## src/rtl/coriolis_stream_sink.sv

```systemverilog
// Terminal sink for a coriolis kernel stream: accepts results into a 16-deep FIFO
// and drains them to a request/grant memory-write port at consecutive addresses.
module coriolis_stream_sink #(
    parameter int unsigned STREAMW = 34,
    parameter int unsigned AW      = 4,
    parameter int unsigned ADDRW   = 16,
    parameter int unsigned NW      = 16
) (
    input  logic               clk,
    input  logic               rst,
    input  logic               start,
    input  logic [NW-1:0]      n_elems,
    input  logic [ADDRW-1:0]   base_addr,
    input  logic               ivalid,
    input  logic [STREAMW-1:0] in1_s0,
    output logic               oready,
    output logic               mem_wreq,
    output logic [ADDRW-1:0]   mem_waddr,
    output logic [STREAMW-1:0] mem_wdata,
    input  logic               mem_wgnt,
    output logic               busy,
    output logic               done,
    output logic [NW-1:0]      count
);

    typedef enum logic [1:0] {IDLE, RUN, DRAIN, DONE} state_t;

    state_t             state, state_nxt;
    logic [NW-1:0]      n_q, accepted, written;
    logic [ADDRW-1:0]   base_q;
    logic [STREAMW-1:0] fifo_mem [2**AW];
    logic [AW:0]        wr_ptr, rd_ptr;
    logic               fifo_empty, fifo_full, active, push, pop;

    // Pointers carry one extra wrap bit to tell full from empty.
    assign fifo_empty = (wr_ptr == rd_ptr);
    assign fifo_full  = (wr_ptr[AW] != rd_ptr[AW]) &&
                        (wr_ptr[AW-1:0] == rd_ptr[AW-1:0]);

    assign active    = (state == RUN) || (state == DRAIN);
    assign oready    = (state == RUN) && !fifo_full && (accepted < n_q);
    assign mem_wreq  = active && !fifo_empty;
    assign push      = ivalid && oready;
    assign pop       = mem_wreq && mem_wgnt;
    assign mem_waddr = base_q + ADDRW'(written);
    assign mem_wdata = fifo_empty ? '0 : fifo_mem[rd_ptr[AW-1:0]];
    assign busy      = active;
    assign done      = (state == DONE);
    assign count     = written;

    always_comb begin
        state_nxt = state;
        case (state)
            IDLE:    if (start) state_nxt = (n_elems == '0) ? DONE : RUN;
            RUN:     if (push && (accepted + NW'(1) == n_q)) state_nxt = DRAIN;
            DRAIN:   if (pop && (written + NW'(1) == n_q)) state_nxt = DONE;
            DONE:    state_nxt = IDLE;
            default: state_nxt = IDLE;
        endcase
    end

    always_ff @(posedge clk or negedge rst) begin
        if (!rst) begin
            state    <= IDLE;
            n_q      <= '0;
            base_q   <= '0;
            accepted <= '0;
            written  <= '0;
            wr_ptr   <= '0;
            rd_ptr   <= '0;
        end else begin
            state <= state_nxt;
            if (state == IDLE && start) begin
                n_q      <= n_elems;
                base_q   <= base_addr;
                accepted <= '0;
                written  <= '0;
            end else begin
                if (push) accepted <= accepted + NW'(1);
                if (pop)  written  <= written + NW'(1);
            end
            if (push) wr_ptr <= wr_ptr + (AW+1)'(1);
            if (pop)  rd_ptr <= rd_ptr + (AW+1)'(1);
        end
    end

    always_ff @(posedge clk) begin
        if (push) fifo_mem[wr_ptr[AW-1:0]] <= in1_s0;
    end

endmodule

```

## config.mk

```make
export PLATFORM = sky130hd
export DESIGN_NAME = coriolis_stream_sink
export DESIGN_NICKNAME = d
export VERILOG_FILES = /design/src/rtl/coriolis_stream_sink.sv
export SDC_FILE = /design/constraint.sdc
export NUM_CORES = 1
export LEC_CHECK = 0
export ABC_AREA = 1
export BUFFER_PORTS_ARGS = -buffer_cell sky130_fd_sc_hd__buf_4
export CAP_MARGIN = 10
export CORE_MARGIN = 2
export CORE_UTILIZATION = 51
export DETAILED_ROUTE_END_ITERATION = 8
export PLACE_DENSITY = 0.77
export SETUP_SLACK_MARGIN = 0.4
export SYNTH_ARGS = -nofsm -noshare
export SYNTH_HDL_FRONTEND = slang
export SYNTH_SLANG_ARGS = --single-unit
```

## constraint.sdc

```tcl
create_clock -name clk -period 12.5 [get_ports clk]
set_clock_uncertainty 0.2 [all_clocks]
set_input_delay 1.25 -clock clk [delete_from_list [all_inputs] [get_ports clk]]
set_output_delay 1.25 -clock clk [all_outputs]
set_load 0.02 [all_outputs]
```

== After elaboration in Yosys (flattened, before gate mapping) ==
Memories as Yosys holds them, arrays and structs flattened.
Index checks and enable logic that the tools add are counted.

* Add/subtract/negate cells: 5
* Equality and inequality tests: 11
* Muxes and demuxes: 12
* Multiply operators: 0
* Bitwise gates (word level): 0
* Reduce and logical (&&, ||, !) cells: 17
* Shift-type cells: 0
* Magnitude comparators: 1
* Divide/modulo/power cells: 0

{| class="wikitable"
|+ Operators by type and width
! operator !! count
|-
| 2-to-1 mux 16 bit || 4
|-
| 2-to-1 mux 34 bit || 1
|-
| adder 16 x 1 -> 16 bit, second input constant || 2
|-
| == test 16 bit || 2
|-
| adder 16 bit || 1
|-
| logical NOT 16 bit || 1
|-
| less-than comparator 16 bit || 1
|-
| adder 5 x 1 -> 5 bit, second input constant || 2
|-
| logical AND 1 bit || 9
|-
| 2-to-1 mux 2 bit || 4
|-
| case mux 2 bit (4 select lines) || 1
|-
| == test 5 bit || 1
|-
| == test 2 bit, second input constant || 2
|-
| == test 4 bit || 1
|-
| != test 2 x 1 -> 1 bit, second input constant || 2
|-
| nonzero test 2 bit || 2
|-
| AND reduction 3 bit || 1
|-
| == test 2 x 1 -> 1 bit, second input constant || 1
|-
| logical NOT 1 bit || 2
|-
| logical NOT 2 bit || 1
|-
| 2-to-1 mux 1 bit || 2
|-
| != test 2 bit, second input constant || 1
|-
| logical OR 1 bit || 1
|-
| != test 1 bit || 1
|}

* Output and inout port bits: 70
* Memories: 1
* Flip-flop bits (word level): 76
* Memory bits (writable): 544
* Bits in read-only memories: 0
* Latch bits: 0
* Input bits: 71
* Logic and storage cells: 54

{| class="wikitable"
|+ Memory list
! memory !! words !! width !! read ports !! clocked after Yosys merged registers in !! wr ports !! RTL line !! source
|-
| fifo_mem || 16 || 34 || 1 || 0 || 1 || 31 || <nowiki>logic [STREAMW-1:0] fifo_mem [2**AW];</nowiki>
|}

== Logic depth before layout (Yosys ltp) ==
Gate-level depths: netlist of run 1.

* Word-level depth: 9
* Mapped depth: 16
* Depth with buffers taken out: 16

== Worst setup path after synthesis of run 1 ==
Ideal clock, no wire load.

* Kind: input port to flip-flop
* From: in ivalid
* To: mem fifo_mem[10][0] (enable)
* Required time: 11.832 ns
* Arrival: 4.066 ns
* Path slack: 7.766 ns
* Library setup time: 0.468 ns
* Path buffers: 1
* Stages on the path: 5
* Path through: inv_1 -> nor2_8 -> inv_2 -> buf_2 -> nor3_1

* Cells in the longest elaborated chain, start to end: 3

{| class="wikitable"
|+ Ends and longest elaborated chain
! item !! RTL line !! source
|-
| start, declared || 14 || <nowiki>input logic ivalid,</nowiki>
|-
| logical AND 1 bit || 43 || <nowiki>assign push = ivalid && oready;</nowiki>
|-
| 2-to-1 mux 1 bit || 88 || <nowiki>if (push) fifo_mem[wr_ptr[AW-1:0]] <= in1_s0;</nowiki>
|-
| 2-to-1 mux 1 bit (implied by the code) || 88 ||
|-
| end, declared || 31 ||
|}

No other way between the ends.

== Worst setup path after layout of run 1 ==
* From: reg rd_ptr[0]
* To: out mem_wdata[31]

* Cells in the longest elaborated chain, start to end: 2
* Elaborated cells on any way between the ends: 3
* Those cells by class: eq/ne: 1; mux: 1; memory: 1

{| class="wikitable"
|+ Ends and longest elaborated chain
! item !! RTL line !! source
|-
| start, declared || 32 || <nowiki>logic [AW:0] wr_ptr, rd_ptr;</nowiki>
|-
| start signal, assigned || 83 || <nowiki>if (pop) rd_ptr <= rd_ptr + (AW+1)'(1);</nowiki>
|-
| memory read (16 x 34 bit) / == test 5 bit (equally long branches) || - ||
|-
| 2-to-1 mux 34 bit (*) || 46 || <nowiki>assign mem_wdata = fifo_empty ? '0 : fifo_mem[rd_ptr[AW-1:0]];</nowiki>
|-
| end, declared || 19 || <nowiki>output logic [STREAMW-1:0] mem_wdata,</nowiki>
|}

Every way passes the cells marked *; elsewhere a longest branch is shown, timed or not.

==> results of run 1 <==
## metrics by stage
step	power (µW)	setup slack, ns	hold WS [ns]	util (%)	cell area (µm²)
2_1_floorplan	4137	7.766	0.2528	-	26480
3_3_place_gp	4955	6.855	0.2666	54.99	28210
3_5_place_dp	5035	6.760	0.2725	54.99	28210
4_1_cts	6797	6.124	0.2890	58.78	30150
5_1_grt	7118	5.853	0.3090	58.78	30160
6_report	6792	6.116	0.2878	58.78	30160
## state kept, by name, summed over array words and instances, names as in the netlist
register  cells
fifo_mem    544
accepted     16
base_q       16
count        16
n_q          16
rd_ptr        5
wr_ptr        5
state         2
## cell type report
class | instances | area [µm²]
diodes | 1 | 2.502
multi-input cells | 1380 | 7445
clock buffers | 71 | 1553
fillers | 3976 | 21150
repair buffers | 171 | 1284
inverters | 100 | 381.6
clock inverters | 42 | 391.6
well taps | 680 | 850.8
flip-flops and latches | 620 | 18250
## layer usage
| metal | wire, µm | vias up | part of all wire, % |
|---|---|---|---|
| li1 | - | 8379 | - |
| met1 | 26480 | 8988 | 39 |
| met2 | 32790 | 1003 | 48 |
| met3 | 6237 | 177 | 9.2 |
| met4 | 2432 | 0 | 3.6 |
| met5 | 0 | - | 0 |
## worst min path at each step
| stage | from | endpoint | slack, ns | cells after the start |
|---|---|---|---|---|
| 2_1_floorplan | base_q[0]$_DFFE_PN0P_ | base_q[0]$_DFFE_PN0P_ | 0.25 | 2 |
| 3_3_place_gp | base_q[6]$_DFFE_PN0P_ | base_q[6]$_DFFE_PN0P_ | 0.27 | 2 |
| 3_5_place_dp | base_q[13]$_DFFE_PN0P_ | base_q[13]$_DFFE_PN0P_ | 0.27 | 2 |
| 4_1_cts | base_q[13]$_DFFE_PN0P_ | base_q[13]$_DFFE_PN0P_ | 0.29 | 2 |
| 5_1_grt | base_q[13]$_DFFE_PN0P_ | base_q[13]$_DFFE_PN0P_ | 0.31 | 2 |
| 6_report | base_q[13]$_DFFE_PN0P_ | base_q[13]$_DFFE_PN0P_ | 0.29 | 2 |
## report_power, final
| group | leakage, µW | switching (µW) | total [µW] | internal (µW) |
|---|---|---|---|---|
| sequential | 0.00588 | 165 | 2570 | 2410 |
| combinational | 0.00398 | 1660 | 2450 | 786 |
| clock | 0.000938 | 781 | 1780 | 995 |
## synthesized netlist by cell type (2+ instances only)
library cell    n
o221ai_1      136
nand2_2         7
edfxtp_1      544
o21ai_1        15
buf_1           8
nor2_2          8
nor3_1         20
ha_1           43
inv_1          89
or2_2           2
xnor2_1         4
clkinv_1        4
nand2_1       243
clkbuf_1      101
nand3_1       140
xor2_1         29
and2_1          2
buf_2          18
a21oi_1        60
inv_2           7
nand3_2         2
nor4_1          2
nand4_1        14
dfrtp_1        76
xnor3_1         3
o31ai_1         2
o21ai_0       301
o22ai_1        18
nor2_1        321
nor2_8          2
## cell families after synthesis
group | after synthesis | synth area share (%)
AOI/OAI and AO/OA | 534 | 12.14
xor gates and xnor gates | 36 | 1.347
adders and majority gates | 44 | 2.108
buffers and inverters | 228 | 3.332
DFF | 620 | 68.88
and+or+nand+nor | 766 | 12.19
## worst reg2reg max path, stage by stage (launching register included)
cell and delay, ns:
dfrtp_4 0.76, clkinv_2 0.81, nand2_1 0.13, nand2_1 0.11, a21oi_1 0.07, nand3b_1 0.10
nand3_1 0.08, inv_2 0.06, nand3_2 0.16, nor2_8 0.21, inv_2 0.21, nor3_2 0.71
buf_4 0.60
==> flow_summary_export.csv, run 1 <==
group,metric,value,unit
detailed_routing,drt-initial-drc-count,2157,
sta,fmax,156.6,MHz
placement,placed_cells,2951,
logic_synthesis,synth.distinct_cells,37,
flow_run,maxCapViolCount,0,
cts,post_cts_buffers,0,
floorplan,rows,83,
setup_path,end_kind,"primary output",
pwr,p_leak,0.01080,µW
detailed_routing,ant_nets,0,
global_routing,grt.busiest_layer,"met2",
logic_synthesis,ys_seq_area_share,68.88,%
setup_path,slowest_delay,0.96,ns
setup_path,r2r_setup_slack,7.90,ns
sta,maxSlewViolCount,0,
cts,cts_max_path_buffers,3,
sta,tns,0,ns
floorplan,initial_core_util,51.61,%
placement,post-dp-hpwl,35990,µm
setup_path,crit_type,"flop to primary output",
final_layout,final_common_cell,"edfxtp_1",
cts,cts_tree,"yes",
global_routing,grt_pass1_vias,18193,
detailed_routing,first_pass_iters,6,
cts,cts-root-buf,"clkbuf_16",
global_routing,grt_first_pass_wirelength,103500,µm
setup_path,critical_path_arrival,4.93,ns
sta,tightest_slew,1.147,ns
cts,cts_hold_buffers,0,
global_routing,met3_usage,3.585,%
setup_path,slowest_stage,"buf_4",
setup_path,crit_path_end,"mem_wdata[31]",
setup_path,cpMostUsedCell,"buf_4",
detailed_routing,wire_per_inst,22.16,µm
global_routing,grt_max_degree,113,
sta,hold_viol,0,
logic_synthesis,synth_edf_count,544,
detailed_routing,drc_errors,0,
cts,numCtsBuffers,60,
cts,clkSlewWorstSetupHoldPaths,0.06,ns
final_layout,final_cell_mix,"edfxtp_1 (544), nor2_1 (318), o21ai_0 (301), nand2_1 (243), buf_4 (171)",
logic_synthesis,synth_top_flop_cell,"edfxtp_1",
setup_path,worst_ep_required_time,11.05,ns
setup_path,startpoint_type,"flop",
worst_hold_path,hp-class,"flop to flop",
pwr,p_per_area,225.2,nW/µm²
setup_path,worstPathCellList,"inv_6 -> buf_4 -> buf_4 -> o21ai_0 -> o221ai_1 -> nand3_1 -> a21oi_1 -> buf_4",
cts,htree_num_levels,2,
sta,period_minus_slack,6.384,ns
logic_synthesis,async_flop_share,12.26,%
setup_path,crit_start,"rd_ptr[0]$_DFFE_PN0P_",
setup_path,reg2reg_to,"fifo_mem[2][3]$_DFFE_PP_",
logic_synthesis,synth_area_per_cell,11.88,µm²
detailed_routing,vias,18547,
cts,clk_latency,0.62,ns
setup_path,reg2reg_depth,12,
sta,rsz0062_at_grt,"false",
global_routing,use_met1,33.58,%
outcome,status,"complete, no violations",
logic_synthesis,yosysWarnings,0,
floorplan,pin_count,141,
floorplan,core-area,51300,µm²
logic_synthesis,synth_area,26480,µm²
setup_path,path_buf_inv,4,
final_layout,final_cells,3065,
global_routing,grtUsageTotal,25.20,%
logic_synthesis,synth.top_cell.area_share,61.70,%
final_layout,drive_gt1_share,13.00,%
cts,cts_resized,0,
final_layout,area_growth,13.89,%
logic_synthesis,yosysTopAreaCell,"edfxtp_1",
global_routing,antenna_found_initial,1,
floorplan,fp.dieW,231.9,µm
logic_synthesis,synth_area_leaders,"edfxtp_1 (62%), dfrtp_1 (7.2%), o21ai_0 (5.7%)",
pwr,ir_worst_vdd,0.2199,mV
cts,cts_num_sinks,620,
sta,slew_headroom,23.57,%
final_layout,final_nets,2448,
floorplan,fp.dieH,231.9,µm
setup_path,critical_path_depth,8,
placement,port_buffers,140,
sta,period_share,51.07,%
global_routing,grt_overflow,0,
logic_synthesis,syn-num-nets,2343,
global_routing,grt_util_met2,41.35,%
sta,setup_viol,0,
floorplan,die-area,53750,µm²
setup_path,cp_top_family,"buffers and inverters",
setup_path,regToRegStartpoint,"rd_ptr[1]$_DFFE_PN0P_",
detailed_routing,wl,67930,µm
logic_synthesis,synth_seq_cells,620,
detailed_routing,detail_route.vias_per_cell,6.051,
setup_path,path_max_fanout,112,
placement,gp_congestion,0.8996,
logic_synthesis,syn_inst,2228,
No activity file was read; power rests on OpenSTA's default activity.
==> inputs of run 2 (changes only) <==
==> constraint.sdc (replaced) <==
create_clock -name clk -period 6.05 [get_ports clk]
set_clock_uncertainty 0.2 [all_clocks]
set_input_delay 0.605 -clock clk [delete_from_list [all_inputs] [get_ports clk]]
set_output_delay 0.605 -clock clk [all_outputs]
set_load 0.02 [all_outputs]
==> run 2 against run 1 <==
  * Sequential share of layout area decreased by 0.81 points
  * Largest cell class unchanged
  * Die area unchanged
  * Non-clock buffer count grew 20
  * Global-route usage down 0.062 points
  * Combinational power is 110% higher
  * Clock power up 120%
  * Sequential cell count is the same
==> flow_summary_export.csv, run 2 (synthesis gave the netlist of run 1 again) <==
group,metric,value,unit
pwr,p_leak,0.01095,µW
setup_path,path_max_fanout,74,
global_routing,grt_overflow,0,
detailed_routing,ant_nets,0,
final_layout,multi_input_comb_area,7445,µm²
cts,post_cts_buffers,0,
pwr,ir_worst_vdd,0.3280,mV
setup_path,reg2reg_depth,11,
sta,setup_viol,0,
detailed_routing,wl,67850,µm
final_layout,area_growth,15.44,%
final_layout,drive_gt1_share,13.15,%
setup_path,reg2reg_to,"fifo_mem[14][24]$_DFFE_PP_",
placement,dp_worst_setup_slack,1.881,ns
worst_hold_path,whs_path_depth,3,
floorplan,fp.dieH,231.9,µm
global_routing,antenna_found_initial,3,
global_routing,grt_max_degree,199,
final_layout,final_cells,3085,
sta,period_minus_slack,4.906,ns
final_layout,utilization,59.58,%
sta,tightest_slew,1.205,ns
outcome,status,"complete, no violations",
worst_hold_path,min_to,"n_q[1]$_DFFE_PN0P_",
worst_hold_path,hp-class,"input port to flop",
sta,fmax,203.8,MHz
cts,clk_latency,0.62,ns
detailed_routing,wire_per_inst,21.99,µm
floorplan,pin_count,141,
placement,gp_congestion,0.8737,
global_routing,grt_first_pass_wirelength,104200,µm
cts,htree_num_levels,2,
sta,slew_headroom,19.20,%
detailed_routing,drc_errors,0,
setup_path,startpoint_type,"flop",
detailed_routing,vias,18648,
final_layout,final_cell_mix,"edfxtp_1 (544), nor2_1 (318), o21ai_0 (301), nand2_1 (243), buf_4 (163)",
setup_path,crit_type,"flop to primary output",
detailed_routing,drt-initial-drc-count,2138,
floorplan,core-area,51300,µm²
sta,timing.final.ws_setup,1.144,ns
setup_path,end_kind,"primary output",
setup_path,regToRegStartpoint,"rd_ptr[0]$_DFFE_PN0P_",
final_layout,largest_register_ffs,544,
sta,tns,0,ns
setup_path,worst_ep_required_time,5.24,ns
cts,cts_max_path_buffers,3,
placement,placed_cells,2950,
floorplan,die-area,53750,µm²
sta,maxSlewViolCount,0,
setup_path,r2r_setup_slack,1.80,ns
final_layout,final_nets,2469,
global_routing,grt_pass1_vias,18344,
cts,cts-root-buf,"clkbuf_16",
floorplan,rows,83,
floorplan,fp.dieW,231.9,µm
cts,clkSlewWorstSetupHoldPaths,0.06,ns
worst_hold_path,hp-start,"n_elems[1]",
setup_path,critical_path_arrival,4.10,ns
detailed_routing,detail_route.vias_per_cell,6.045,
final_layout,regArea,18250,µm²
placement,port_buffers,140,
sta,rsz0062_at_grt,"false",
detailed_routing,first_pass_iters,8,
floorplan,initial_core_util,51.61,%
global_routing,grtUsageTotal,25.14,%
sta,hold_viol,0,
sta,period_share,81.09,%
cts,numCtsBuffers,61,
placement,post-dp-hpwl,38160,µm
cts,cts_num_sinks,620,
final_layout,final_common_cell,"edfxtp_1",
final_layout,num-fill-cells,3893,
cts,cts_tree,"yes",
sta,whs,0.02918,ns
flow_run,maxCapViolCount,0,
pwr,p_per_area,468.2,nW/µm²
==> run 2: cell type report <==
type	instances	area share, %
Multi-Input combinational cell	1380	24.36
Clock inverter	45	1.642
Clock buffer	67	5.068
Antenna cell	2	0.01637
Sequential cell	620	59.70
Tap cell	680	2.784
Timing Repair Buffer	191	5.183
Inverter	100	1.249
==> run 2: metal layers <==
metal	global-route usage, %	part of all wire, %	up-vias
li1	-	-	8430
met1	32.47	38	9094
met2	41.58	49	985
met3	4.408	8.9	137
met4	11.62	3.7	2
met5	0	0.024	-
==> run 2: what timing repair did <==
item	CTS	global route
resized for setup	0	0
hold endpoints to repair	95	0
hold buffers	20	0
==> run 2: worst max path at each step <==
stage	start	to	slack [ns]	cells after the start
global placement	rd_ptr[1]$_DFFE_PN0P_	fifo_mem[14][22]$_DFFE_PP_	1.88	12
global route	rd_ptr[1]$_DFFE_PN0P_	mem_wdata[25]	0.89	9
floorplan	accepted[5]$_DFFE_PN0P_	fifo_mem[1][0]$_DFFE_PP_	1.33	11
CTS	rd_ptr[1]$_DFFE_PN0P_	mem_wdata[25]	1.18	9
finish	rd_ptr[1]$_DFFE_PN0P_	mem_wdata[29]	1.14	7
detailed placement	rd_ptr[1]$_DFFE_PN0P_	fifo_mem[14][26]$_DFFE_PP_	1.88	12
==> run 2: through the flow <==
step	instance area [µm²]	total power, µW
6_report	30560	14310
5_1_grt	30560	14980
4_1_cts	30540	14320
2_1_floorplan	26480	8547
3_5_place_dp	28290	10450
3_3_place_gp	28270	10280
==> run 2: critical path, cell delays in order, from the launching register on <==
cell and delay (ns):
dfrtp_4 0.68, clkinv_2 0.69, buf_4 0.74, o21ai_0 0.34, o221ai_1 0.33, nand3_1 0.22, a21oi_1 0.20, buf_4 0.16
==> run 2: report_power, final <==
group	switching, µW	internal (µW)
clock network	1630	2230
registers	322	4970
logic	3510	1650
==> inputs of run 3 (changes only) <==
==> constraint.sdc (replaced) <==
create_clock -name clk -period 4.8 [get_ports clk]
set_clock_uncertainty 0.2 [all_clocks]
set_input_delay 0.48 -clock clk [delete_from_list [all_inputs] [get_ports clk]]
set_output_delay 0.48 -clock clk [all_outputs]
set_load 0.02 [all_outputs]
==> run 3 against run 2 <==
  * Count of clock-buffer cells in the layout rose by 8
  * Largest power group is now combinational logic
  * Wire length rose by 1.2%
  * Total power rose by 24%
  * Worst setup slack got worse by 0.57 ns
==> flow_summary_export.csv, run 3 (synthesis gave the netlist of run 1 again) <==
group,metric,value,unit
final_layout,final_cell_area,30920,µm²
final_layout,final_cells,3141,
outcome,status,"complete, no violations",
global_routing,grt_first_pass_wirelength,105000,µm
detailed_routing,first_pass_iters,6,
detailed_routing,wire_per_inst,21.85,µm
cts,cts_tree,"yes",
cts,numCtsBuffers,60,
setup_path,critical_path_arrival,3.55,ns
final_layout,final_cell_mix,"edfxtp_1 (544), nor2_1 (318), o21ai_0 (301), nand2_1 (243), buf_4 (173)",
sta,rsz0062_at_grt,"false",
placement,gp_congestion,0.8974,
final_layout,final_common_cell,"edfxtp_1",
detailed_routing,drc_errors,0,
global_routing,antenna_found_initial,2,
pwr,ir_worst_vdd,0.5068,mV
setup_path,startpoint_type,"flop",
pwr,p_per_area,574.7,nW/µm²
cts,clkSlewWorstSetupHoldPaths,0.06,ns
final_layout,drive_gt1_share,12.76,%
sta,whs,0.02873,ns
placement,place_area,28340,µm²
detailed_routing,top_layer_used,"met5",
flow_run,maxCapViolCount,0,
final_layout,largest_register_ffs,544,
detailed_routing,dr_wl_met3,6194,µm
global_routing,grt_max_degree,274,
floorplan,die-area,53750,µm²
setup_path,end_kind,"primary output",
floorplan,initial_core_util,51.61,%
sta,setup_viol,0,
setup_path,path_max_fanout,76,
floorplan,pin_count,141,
sta,tns,0,ns
sta,fmax,236.7,MHz
detailed_routing,wl_met1,26600,µm
floorplan,rows,83,
cts,post_cts_buffers,0,
placement,post-dp-hpwl,37000,µm
final_layout,final_nets,2524,
cts,clk_latency,0.62,ns
sta,period_share,88.02,%
sta,period_minus_slack,4.225,ns
cts,htree_num_levels,2,
placement,placed_cells,2960,
detailed_routing,vias,19108,
placement,port_buffers,140,
global_routing,grtUsageTotal,25.36,%
floorplan,fp.dieW,231.9,µm
global_routing,grt_overflow,0,
global_routing,grt_pass1_vias,18799,
worst_hold_path,hp-class,"input port to flop",
setup_path,worst_ep_required_time,4.12,ns
sta,maxSlewViolCount,0,
pwr,p_leak,0.01112,µW
cts,cts_max_path_buffers,3,
sta,hold_viol,0,
floorplan,fp.dieH,231.9,µm
detailed_routing,ant_nets,0,
cts,cts_num_sinks,620,
sta,tightest_slew,1.390,ns
final_layout,area_growth,16.77,%
sta,slew_headroom,7.317,%
detailed_routing,wl,68650,µm
setup_path,crit_type,"flop to primary output",
detailed_routing,wl_met2,33130,µm
detailed_routing,drt-initial-drc-count,2369,
floorplan,core-area,51300,µm²
cts,cts-root-buf,"clkbuf_16",
detailed_routing,detail_route.vias_per_cell,6.083,
-- run 3: cell types whose count changed in the layout (fill, tap and decap cells not counted), moves of 3 or more --
cell	before	now
clkinv_1	15	18
clkbuf_1	6	15
buf_12	8	5
clkinvlp_4	7	4
dlygate4sd3_1	20	67
bufinv_16	9	4
buf_4	163	173
-- run 3: per-stage QoR --
step | worst slack [ns] | util, % | power [µW]
after floorplan | 0.07664 | - | 10770
after global placement | 1.151 | 55.24 | 12970
after detailed placement | 1.140 | 55.24 | 13160
after CTS | 0.4564 | 60.24 | 17720
after global routing | 0.4387 | 60.27 | 18590
final | 0.5749 | 60.27 | 17770
-- run 3: metal layers --
layer	track usage (%)	vias up
li1	-	8536
met1	33.64	9269
met2	41.60	1097
met3	3.757	204
met4	11.54	2
met5	0	-
-- run 3: area by class of cell --
cell class	instances	area [µm²]
fillers	3869	20380
flip-flops and latches	620	18250
multi-input cells	1380	7445
repair buffers	247	2092
clock buffers	75	1558
well taps	680	850.8
inverters	100	385.4
clock inverters	38	336.6
diodes	1	2.502
-- run 3: where the power goes --
part           internal [µW]  switching, µW  total (µW)
sequential              6270            245        6510
combinational           2130           4590        6720
clock                   2520           2010        4530
total                  10900           6840       17800
-- run 3: path summary, 6_finish.rpt --
path	startpoint	endpoint	slack, ns	depth (start not counted)
setup / recovery	rd_ptr[1]$_DFFE_PN0P_	mem_wdata[22]	0.57	8
hold / removal	mem_wgnt	rd_ptr[2]$_DFFE_PN0P_	0.03	3
setup reg to reg	rd_ptr[1]$_DFFE_PN0P_	fifo_mem[7][7]$_DFFE_PP_	1.42	12
hold reg to reg	base_q[0]$_DFFE_PN0P_	base_q[0]$_DFFE_PN0P_	0.29	2
max in group asynchronous	rst	rd_ptr[0]$_DFFE_PN0P_	3.26	3
min in group asynchronous	rst	n_q[1]$_DFFE_PN0P_	0.25	2
-- run 3: what timing repair did --
item                       in CTS  in global routing
hold endpoints to repair      624                  0
setup endpoints to repair       0                  8
hold buffers                   67                  0
gates resized for setup         0                  3
-- run 3: worst max-delay path, cell delays in order (launching register included) --
cell	delay, ns
dfrtp_4	0.48
clkinv_2	0.05
buf_4	0.55
buf_6	0.57
o21ai_0	0.21
o221ai_1	0.22
nand3_1	0.10
a21oi_1	0.42
buf_4	0.23
